**src/rtl/key_schedule_ctrl.sv**
```systemverilog
// key_schedule_ctrl: AES-128 key-schedule sequencer feeding an 11-entry round-key file.
// Define KEYSCHED_RD_REG_EN to register the read port (1-cycle latency); default is combinational.
module key_schedule_ctrl (
    input  logic         clk,
    input  logic         rst_n,
    input  logic         start,
    input  logic [127:0] keyin,
    output logic         busy,
    output logic         done,
    output logic         key_ready,
    input  logic [3:0]   rd_addr,
    output logic [127:0] rd_data,
    output logic         rd_valid
);
    typedef enum logic [1:0] {IDLE, EXPAND, READY} state_t;
    state_t       state_q, state_d;
    logic [3:0]   rnd_q, rnd_d, wr_cnt_q, wr_cnt_d;
    logic         done_q, done_d;
    logic         accept;
    logic [127:0] cur_key_q, next_key;
    logic [127:0] rk_q [0:10];
    logic [31:0]  w3, temp, n0, n1, n2, n3;
    logic         rd_hit;
    logic [127:0] rd_word;

    function automatic logic [7:0] gmul(input logic [7:0] a, input logic [7:0] b);
        logic [7:0] p, x;
        p = 8'h00;
        x = a;
        for (int i = 0; i < 8; i++) begin
            p = b[i] ? p ^ x : p;
            x = {x[6:0], 1'b0} ^ (x[7] ? 8'h1b : 8'h00);
        end
        return p;
    endfunction

    // S-box from the GF(2^8) inverse (a^254) plus the affine transform, avoiding a 256-entry table
    function automatic logic [7:0] sbox(input logic [7:0] a);
        logic [7:0] sq, inv;
        sq  = a;
        inv = 8'h01;
        for (int i = 1; i < 8; i++) begin
            sq  = gmul(sq, sq);
            inv = gmul(inv, sq);
        end
        return inv ^ {inv[6:0], inv[7]} ^ {inv[5:0], inv[7:6]} ^ {inv[4:0], inv[7:5]}
                   ^ {inv[3:0], inv[7:4]} ^ 8'h63;
    endfunction

    function automatic logic [7:0] rcon(input logic [3:0] r);
        case (r)
            4'd0:    return 8'h01;
            4'd1:    return 8'h02;
            4'd2:    return 8'h04;
            4'd3:    return 8'h08;
            4'd4:    return 8'h10;
            4'd5:    return 8'h20;
            4'd6:    return 8'h40;
            4'd7:    return 8'h80;
            4'd8:    return 8'h1b;
            4'd9:    return 8'h36;
            default: return 8'h00;
        endcase
    endfunction

    assign w3       = cur_key_q[31:0];
    assign temp     = {sbox(w3[23:16]), sbox(w3[15:8]), sbox(w3[7:0]), sbox(w3[31:24])}
                      ^ {rcon(rnd_q), 24'h0};
    assign n0       = cur_key_q[127:96] ^ temp;
    assign n1       = cur_key_q[95:64] ^ n0;
    assign n2       = cur_key_q[63:32] ^ n1;
    assign n3       = w3 ^ n2;
    assign next_key = {n0, n1, n2, n3};
    assign accept   = start && state_q != EXPAND;

    always_ff @(posedge clk or negedge rst_n) begin
        if (!rst_n) begin
            state_q  <= IDLE;
            rnd_q    <= 4'd0;
            wr_cnt_q <= 4'd0;
            done_q   <= 1'b0;
        end else begin
            state_q  <= state_d;
            rnd_q    <= rnd_d;
            wr_cnt_q <= wr_cnt_d;
            done_q   <= done_d;
        end
    end

    always_comb begin
        state_d  = state_q;
        rnd_d    = rnd_q;
        wr_cnt_d = wr_cnt_q;
        done_d   = 1'b0;
        if (accept) begin
            state_d  = EXPAND;
            rnd_d    = 4'd0;
            wr_cnt_d = 4'd1;
        end else if (state_q == EXPAND) begin
            state_d  = rnd_q == 4'd9 ? READY : EXPAND;
            rnd_d    = rnd_q + 4'd1;
            wr_cnt_d = wr_cnt_q == 4'd11 ? 4'd11 : wr_cnt_q + 4'd1;
            done_d   = rnd_q == 4'd9;
        end
    end

    always_comb begin
        busy      = state_q == EXPAND;
        key_ready = state_q == READY;
        done      = done_q;
    end

    // Storage has no reset: wr_cnt gates every read
    always_ff @(posedge clk) begin
        if (accept) begin
            rk_q[0]   <= keyin;
            cur_key_q <= keyin;
        end else if (state_q == EXPAND) begin
            rk_q[rnd_q + 4'd1] <= next_key;
            cur_key_q          <= next_key;
        end
    end

    assign rd_hit  = rd_addr < wr_cnt_q && rd_addr <= 4'd10;
    assign rd_word = rd_hit ? rk_q[rd_addr] : '0;

`ifdef KEYSCHED_RD_REG_EN
    logic         rd_valid_q;
    logic [127:0] rd_data_q;
    always_ff @(posedge clk or negedge rst_n) begin
        if (!rst_n) begin
            rd_valid_q <= 1'b0;
            rd_data_q  <= '0;
        end else begin
            rd_valid_q <= rd_hit;
            rd_data_q  <= rd_word;
        end
    end
    assign rd_valid = rd_valid_q;
    assign rd_data  = rd_data_q;
`else
    assign rd_valid = rd_hit;
    assign rd_data  = rd_word;
`endif
endmodule

```
**config.mk**
```make
export PLATFORM = sky130hd
export DESIGN_NAME = key_schedule_ctrl
export DESIGN_NICKNAME = d
export VERILOG_FILES = /design/src/rtl/key_schedule_ctrl.sv
export SDC_FILE = /design/constraint.sdc
export NUM_CORES = 2
export LEC_CHECK = 0
export BUFFER_PORTS_ARGS = -buffer_cell sky130_fd_sc_hd__clkbuf_2
export CORE_MARGIN = 3
export CORE_UTILIZATION = 50
export CTS_CLUSTER_SIZE = 30
export DETAILED_ROUTE_END_ITERATION = 10
export PLACE_DENSITY = 0.66
export SYNTH_ARGS = -nofsm -noshare
export SYNTH_HDL_FRONTEND = slang
export SYNTH_SLANG_ARGS = --single-unit
```
**constraint.sdc**
```tcl
create_clock -name clk -period 21.1 [get_ports clk]
set_clock_uncertainty 0.2 [all_clocks]
set_input_delay 5.275 -clock clk [delete_from_list [all_inputs] [get_ports clk]]
set_output_delay 5.275 -clock clk [all_outputs]
set_load 0.05 [all_outputs]
```
# Yosys cells after proc, flatten, opt, wreduce, memory -nomap -nowiden
# Memory sizes are Yosys's and may differ from the RTL's.
# Index checks and enable logic that the tools add are counted.
# word_totals
reg_bits,139
ramBits,1408
rom_bits,128
input_bits,135
out_inout_bits,132
wordCells,1634
n_memories,2
# memory_table
memory,depth,word_bits,read_ports,rd_ports_with_merged_regs,write_ports,line,rtl
rk_q,11,128,1,0,1,21,logic [127:0] rk_q [0:10];
(name not given),16,8,1,0,0,51,case (r)
# op_classes
n_addsub,2
n_lt_le_gt_ge,2
eq_ne,5
mux,833
bitwise,781
n_reduce_logical,4
# ops
op,count
8-bit 2-to-1 mux,420
8-bit bitwise XOR,380
8-bit by 5-bit bitwise XOR with 8-bit output,364
5-bit 2-to-1 mux,368
128-bit 2-to-1 mux,4
32-bit bitwise XOR,5
128-bit OR reduction,1
4-bit 2-to-1 mux,10
7-bit 2-to-1 mux,4
"1-bit inverter, first input constant",28
6-bit 2-to-1 mux,4
4-bit inverter,4
2-bit 2-to-1 mux,7
1-bit 2-to-1 mux,12
3-bit 2-to-1 mux,4
"4-bit by 1-bit adder with 4-bit output, second input constant",2
"4-bit == test, second input constant",2
"4-bit less-or-equal comparator, second input constant",1
4-bit < comparator,1
"2-bit by 1-bit == test with 1-bit output, second input constant",1
"2-bit == test, second input constant",1
1-bit logical AND,2
"2-bit by 1-bit != test with 1-bit output, second input constant",1
2-bit nonzero test,1

# Depth between registers and ports, before layout
# logic_depth
word_depth,139
depth_mapped,67
ltp_nobuf,60

# Worst setup path before layout
# No wires, ideal clock.
# synth_path
kind,reg2reg
start,register cur_key_q[16]
end,memory rk_q[0][30] (data pin)
setup_ns,0.309
arrival_time_ns,15.224
slack_ns,5.366
stages_incl_launch_ff,62
n_path_buf,3
cell_sequence,edfxtp_1 -> ha_1 -> mux2i_1 -> xnor3_1 -> xor2_1 -> xnor2_2 -> inv_2 -> ha_1 -> clkbuf_1 -> a221o_1 -> o21ai_1 -> xnor2_2 -> xnor2_1 -> inv_2 -> ha_1 -> nand2_1 -> xor2_1 -> xnor2_1 -> (+26 left out) -> o21ai_1 -> and3_1 -> o21ai_1 -> nand3_1 -> a21oi_1 -> xnor2_2 -> xnor3_1 -> nand2_1 -> xnor2_1 -> xnor3_1 -> xnor2_1 -> xnor2_1 -> xnor2_2 -> xnor2_4 -> xor2_4 -> mux2i_1 -> nor2_1 -> a311oi_1
# synth_between
elab_chain_len,134
elab_cells_between_ends,389
cone_classes,mux (197); bitwise (192)
# synth_lines
item,line,rtl
"start, declared",20,"logic [127:0] cur_key_q, next_key;"
"start signal, assigned",117,cur_key_q <= keyin;
"start signal, assigned",120,cur_key_q <= next_key;
8-bit 2-to-1 mux,31,p = b[i] ? p ^ x : p;
8-bit bitwise XOR,31,
8-bit 2-to-1 mux,31,
8-bit bitwise XOR,31,
8-bit 2-to-1 mux,31,
8-bit bitwise XOR,31,
8-bit 2-to-1 mux,31,
8-bit bitwise XOR,31,
(+118 left out),--,
8-bit bitwise XOR *,47,"^ {inv[3:0], inv[7:4]} ^ 8'h63;"
4-bit inverter (no source line) *,--,
32-bit bitwise XOR *,68,"^ {rcon(rnd_q), 24'h0};"
32-bit bitwise XOR *,69,assign n0 = cur_key_q[127:96] ^ temp;
32-bit bitwise XOR *,70,assign n1 = cur_key_q[95:64] ^ n0;
32-bit bitwise XOR *,71,assign n2 = cur_key_q[63:32] ^ n1;
32-bit bitwise XOR *,72,assign n3 = w3 ^ n2;
128-bit 2-to-1 mux (no source line) *,--,
"end, declared",21,
# Every way passes the cells marked *; elsewhere a longest branch is shown, timed or not.

# Final worst setup path
# layout_path
start,register cur_key_q[23]
end,memory rk_q[4][25] (data pin)
# layout_between
elab_chain_len,135
elab_cells_between_ends,392
cone_classes,mux (200); bitwise (192)
# layout_lines
item,line
5-bit 2-to-1 mux or 8-bit 2-to-1 mux (tied branches),"32, 31"
8-bit by 5-bit bitwise XOR with 8-bit output or 8-bit bitwise XOR (tied branches),"32, 31"
8-bit bitwise XOR or 8-bit 2-to-1 mux (tied branches),31
8-bit 2-to-1 mux or 8-bit bitwise XOR (tied branches),31
8-bit bitwise XOR or 8-bit 2-to-1 mux (tied branches),31
8-bit 2-to-1 mux or 8-bit bitwise XOR (tied branches),31
8-bit bitwise XOR or 8-bit 2-to-1 mux (tied branches),31
8-bit 2-to-1 mux or 8-bit bitwise XOR (tied branches),31
(+119 left out),--
8-bit bitwise XOR *,47
4-bit inverter (no source line) *,--
32-bit bitwise XOR *,68
32-bit bitwise XOR *,69
32-bit bitwise XOR *,70
32-bit bitwise XOR *,71
32-bit bitwise XOR *,72
128-bit 2-to-1 mux (no source line) *,--
# Marks and branches as above.

==> flow_metrics.env <==
export IMPL_status="complete, no violations"
export IMPL_fmaxAchievable_mhz=50.8
export IMPL_drv_cap=0
export IMPL_die_w_um=490
export IMPL_die_height_um=490
export IMPL_period_share_pct=93.3
export IMPL_ctsHtreeMaxLevel=4
export IMPL_end_kind="flip-flop"
export IMPL_grt_max_degree=167
export IMPL_cts_buffers=149
export IMPL_num_nets_final=11500
export IMPL_synthMostInstantiatedCell="xnor2_1"
export IMPL_drive_above_1_share_pct=13.1
export IMPL_nFillCells=20000
export IMPL_period_minus_slack_ns=19.70
export IMPL_grt_pass1_wl_um=534000
export IMPL_cts_sinks=1547
export IMPL_startpoint_type="flip-flop"
export IMPL_multi_input_area_um2=67900
export IMPL_critical_path_top_delay_family="XOR/XNOR gates"
export IMPL_numPortBuffers=266
export IMPL_syn_cell_area_um2=117000
export IMPL_clock_latency_ns=0.81
export IMPL_place_congestion=0.940
export IMPL_crit_path_max_fanout=24
export IMPL_tightest_slew_ns=1.32
export IMPL_place_area_um2=123000
export IMPL_synth_edff_count=1536
export IMPL_ys_seq_elements=1547
export IMPL_cts_resized=0
export IMPL_drc=0
export IMPL_grt_overflow_total=0
export IMPL_cpMostUsedCell="xor2_1"
export IMPL_ant_nets=0
export IMPL_syn_avg_cell_area_um2=10.4
export IMPL_ys_flop_type="edfxtp_1"
export IMPL_dieArea_um2=240000
export IMPL_worst_path_buf_inv=6
export IMPL_synth_common_cells="1818 x xnor2_1, 1536 x edfxtp_1, 1380 x nor2_1"
export IMPL_io_pins=267
export IMPL_yosys_top_cells_area="edfxtp_1 39%, xnor2_1 14%, mux4_2 4.9%, nor2_1 4.4%, xnor3_1 4.1%"
export IMPL_async_reset_ff_share_pct=0.711
export IMPL_yosys_warnings=0
export IMPL_wl_um=353000
export IMPL_syn_instance_count=11300
export IMPL_ctsHoldBuffers=0
export IMPL_setup_viol=0
export IMPL_synthesis_nets=11400
export IMPL_ys_types=113
export IMPL_coreArea_um2=233000
export IMPL_post_drt_wl_per_cell_um=24.1
export IMPL_hpwl_um=236000
export IMPL_final_area_um2=128000
export IMPL_first_pass_iters=8
export IMPL_finalHoldViolCount=0
export IMPL_area_growth_syn_to_layout_pct=9.25
export IMPL_required_ns=21.39
export IMPL_tns_ns=0
export IMPL_seq_area_frac_synth_pct=39.6
export IMPL_drtIter0Drc=9599
export IMPL_track_usage_pct=28.4
export IMPL_crit_arrival_ns=19.99
export IMPL_cts_tree="yes"
export IMPL_start_util_pct=50.3
export IMPL_crit_slowest_cell="edfxtp_1"
export IMPL_yosysTopAreaCell="edfxtp_1"
export IMPL_slew_viol_final=0
export IMPL_path_class="flip-flop to flip-flop"
export IMPL_cts_buffer_depth=3
export IMPL_vias_per_cell=6.04
export IMPL_cts_setup_buffers=0
export IMPL_num_vias=88500
export IMPL_clk_pin_slew_ns=0.06
export IMPL_rows=177
export IMPL_rsz0062_at_grt="no"
export IMPL_hold_class="flip-flop to flip-flop"
export IMPL_crit_path_max_incr_delay_ns=0.76
export IMPL_netlist_area_leader_share_pct=39.3
export IMPL_cts_root_buf="clkbuf_16"
export IMPL_grt_pass1_vias=85500
export IMPL_relSlewSlack_pct=10.9
export IMPL_grt_antenna_before_repair=52
export IMPL_seqCellArea_um2=46400
final cells by class:
class / instances / share of cell area (%)
sequential: 1547 / 36.2
clock buffer: 189 / 3.04
multi-input combinational: 8896 / 53.0
tap: 3132 / 3.06
timing repair buffer: 655 / 3.46
clock inverter: 83 / 0.825
antenna: 44 / 0.0860
inverter: 99 / 0.294
per-stage QoR:
step	setup slack [ns]	hold slack, ns	std cells	utilization [%]
2_1_floorplan	5.37	0.255	11300	-
3_3_place_gp	1.78	0.279	14300	52.8
3_5_place_dp	1.42	0.278	14300	52.8
4_1_cts	1.31	0.287	14600	54.9
5_1_grt	0.0526	0.324	14600	55.0
6_report	1.40	0.288	14600	55.0
cell usage in the layout, fill, tap and decap left out, drive strengths merged, types with 213 or more instances in the layout:
| master | n |
|---|---|
| nand2 | 1010 |
| xnor2 | 1937 |
| mux4 | 256 |
| xor2 | 588 |
| buf | 393 |
| a211oi | 329 |
| edfxtp | 1536 |
| nor3 | 213 |
| mux2i | 328 |
| o21ai | 541 |
| xnor3 | 226 |
| a21oi | 584 |
| nor2b | 214 |
| nor2 | 1390 |
| clkbuf | 451 |
final timing paths:
kind | from | endpoint | slack (ns) | cells past startpoint
min | wr_cnt_q[3] | wr_cnt_q[2] | 0.29 | 1
max reg2reg | cur_key_q[23] | rk_q[4][25] | 1.40 | 60
max | cur_key_q[23] | rk_q[4][25] | 1.40 | 60
max in group asynchronous | rst_n | wr_cnt_q[2] | 16.34 | 1
min reg2reg | wr_cnt_q[3] | wr_cnt_q[2] | 0.29 | 1
min in group asynchronous | rst_n | done | 4.13 | 1
state kept, by name, indices dropped and copies added, names as in the netlist:
name	count
cur_key_q	128
done	1
rk_q	1408
rnd_q	4
state_q	2
wr_cnt_q	4
metal layers:
layer / global-route usage (%) / wire (um)
met1: 38.3 / 143000
met5: 0 / 0
met4: 13.1 / 17800
met2: 46.5 / 167000
met3: 2.91 / 24800
cells by family (layout without fill, tap and decap cells):
logic type               count (synthesis)  count (layout)  share of synthesized area [%]
AO/OA/AOI/OAI                         2158            2158                           11.7
adder cells (fa/ha/maj)                 31              31                          0.327
AND/OR/NAND/NOR                       3302            3302                           12.2
multiplexers                           628             628                           8.14
buffers and inverters                  830            1026                           2.96
other                                    0              44                              0
XOR/XNOR                              2777            2777                           25.1
flip-flops                            1547            1547                           39.6
Power is not shown: default switching activity piles up to over one toggle a cycle in this logic, so the estimate is an artifact.
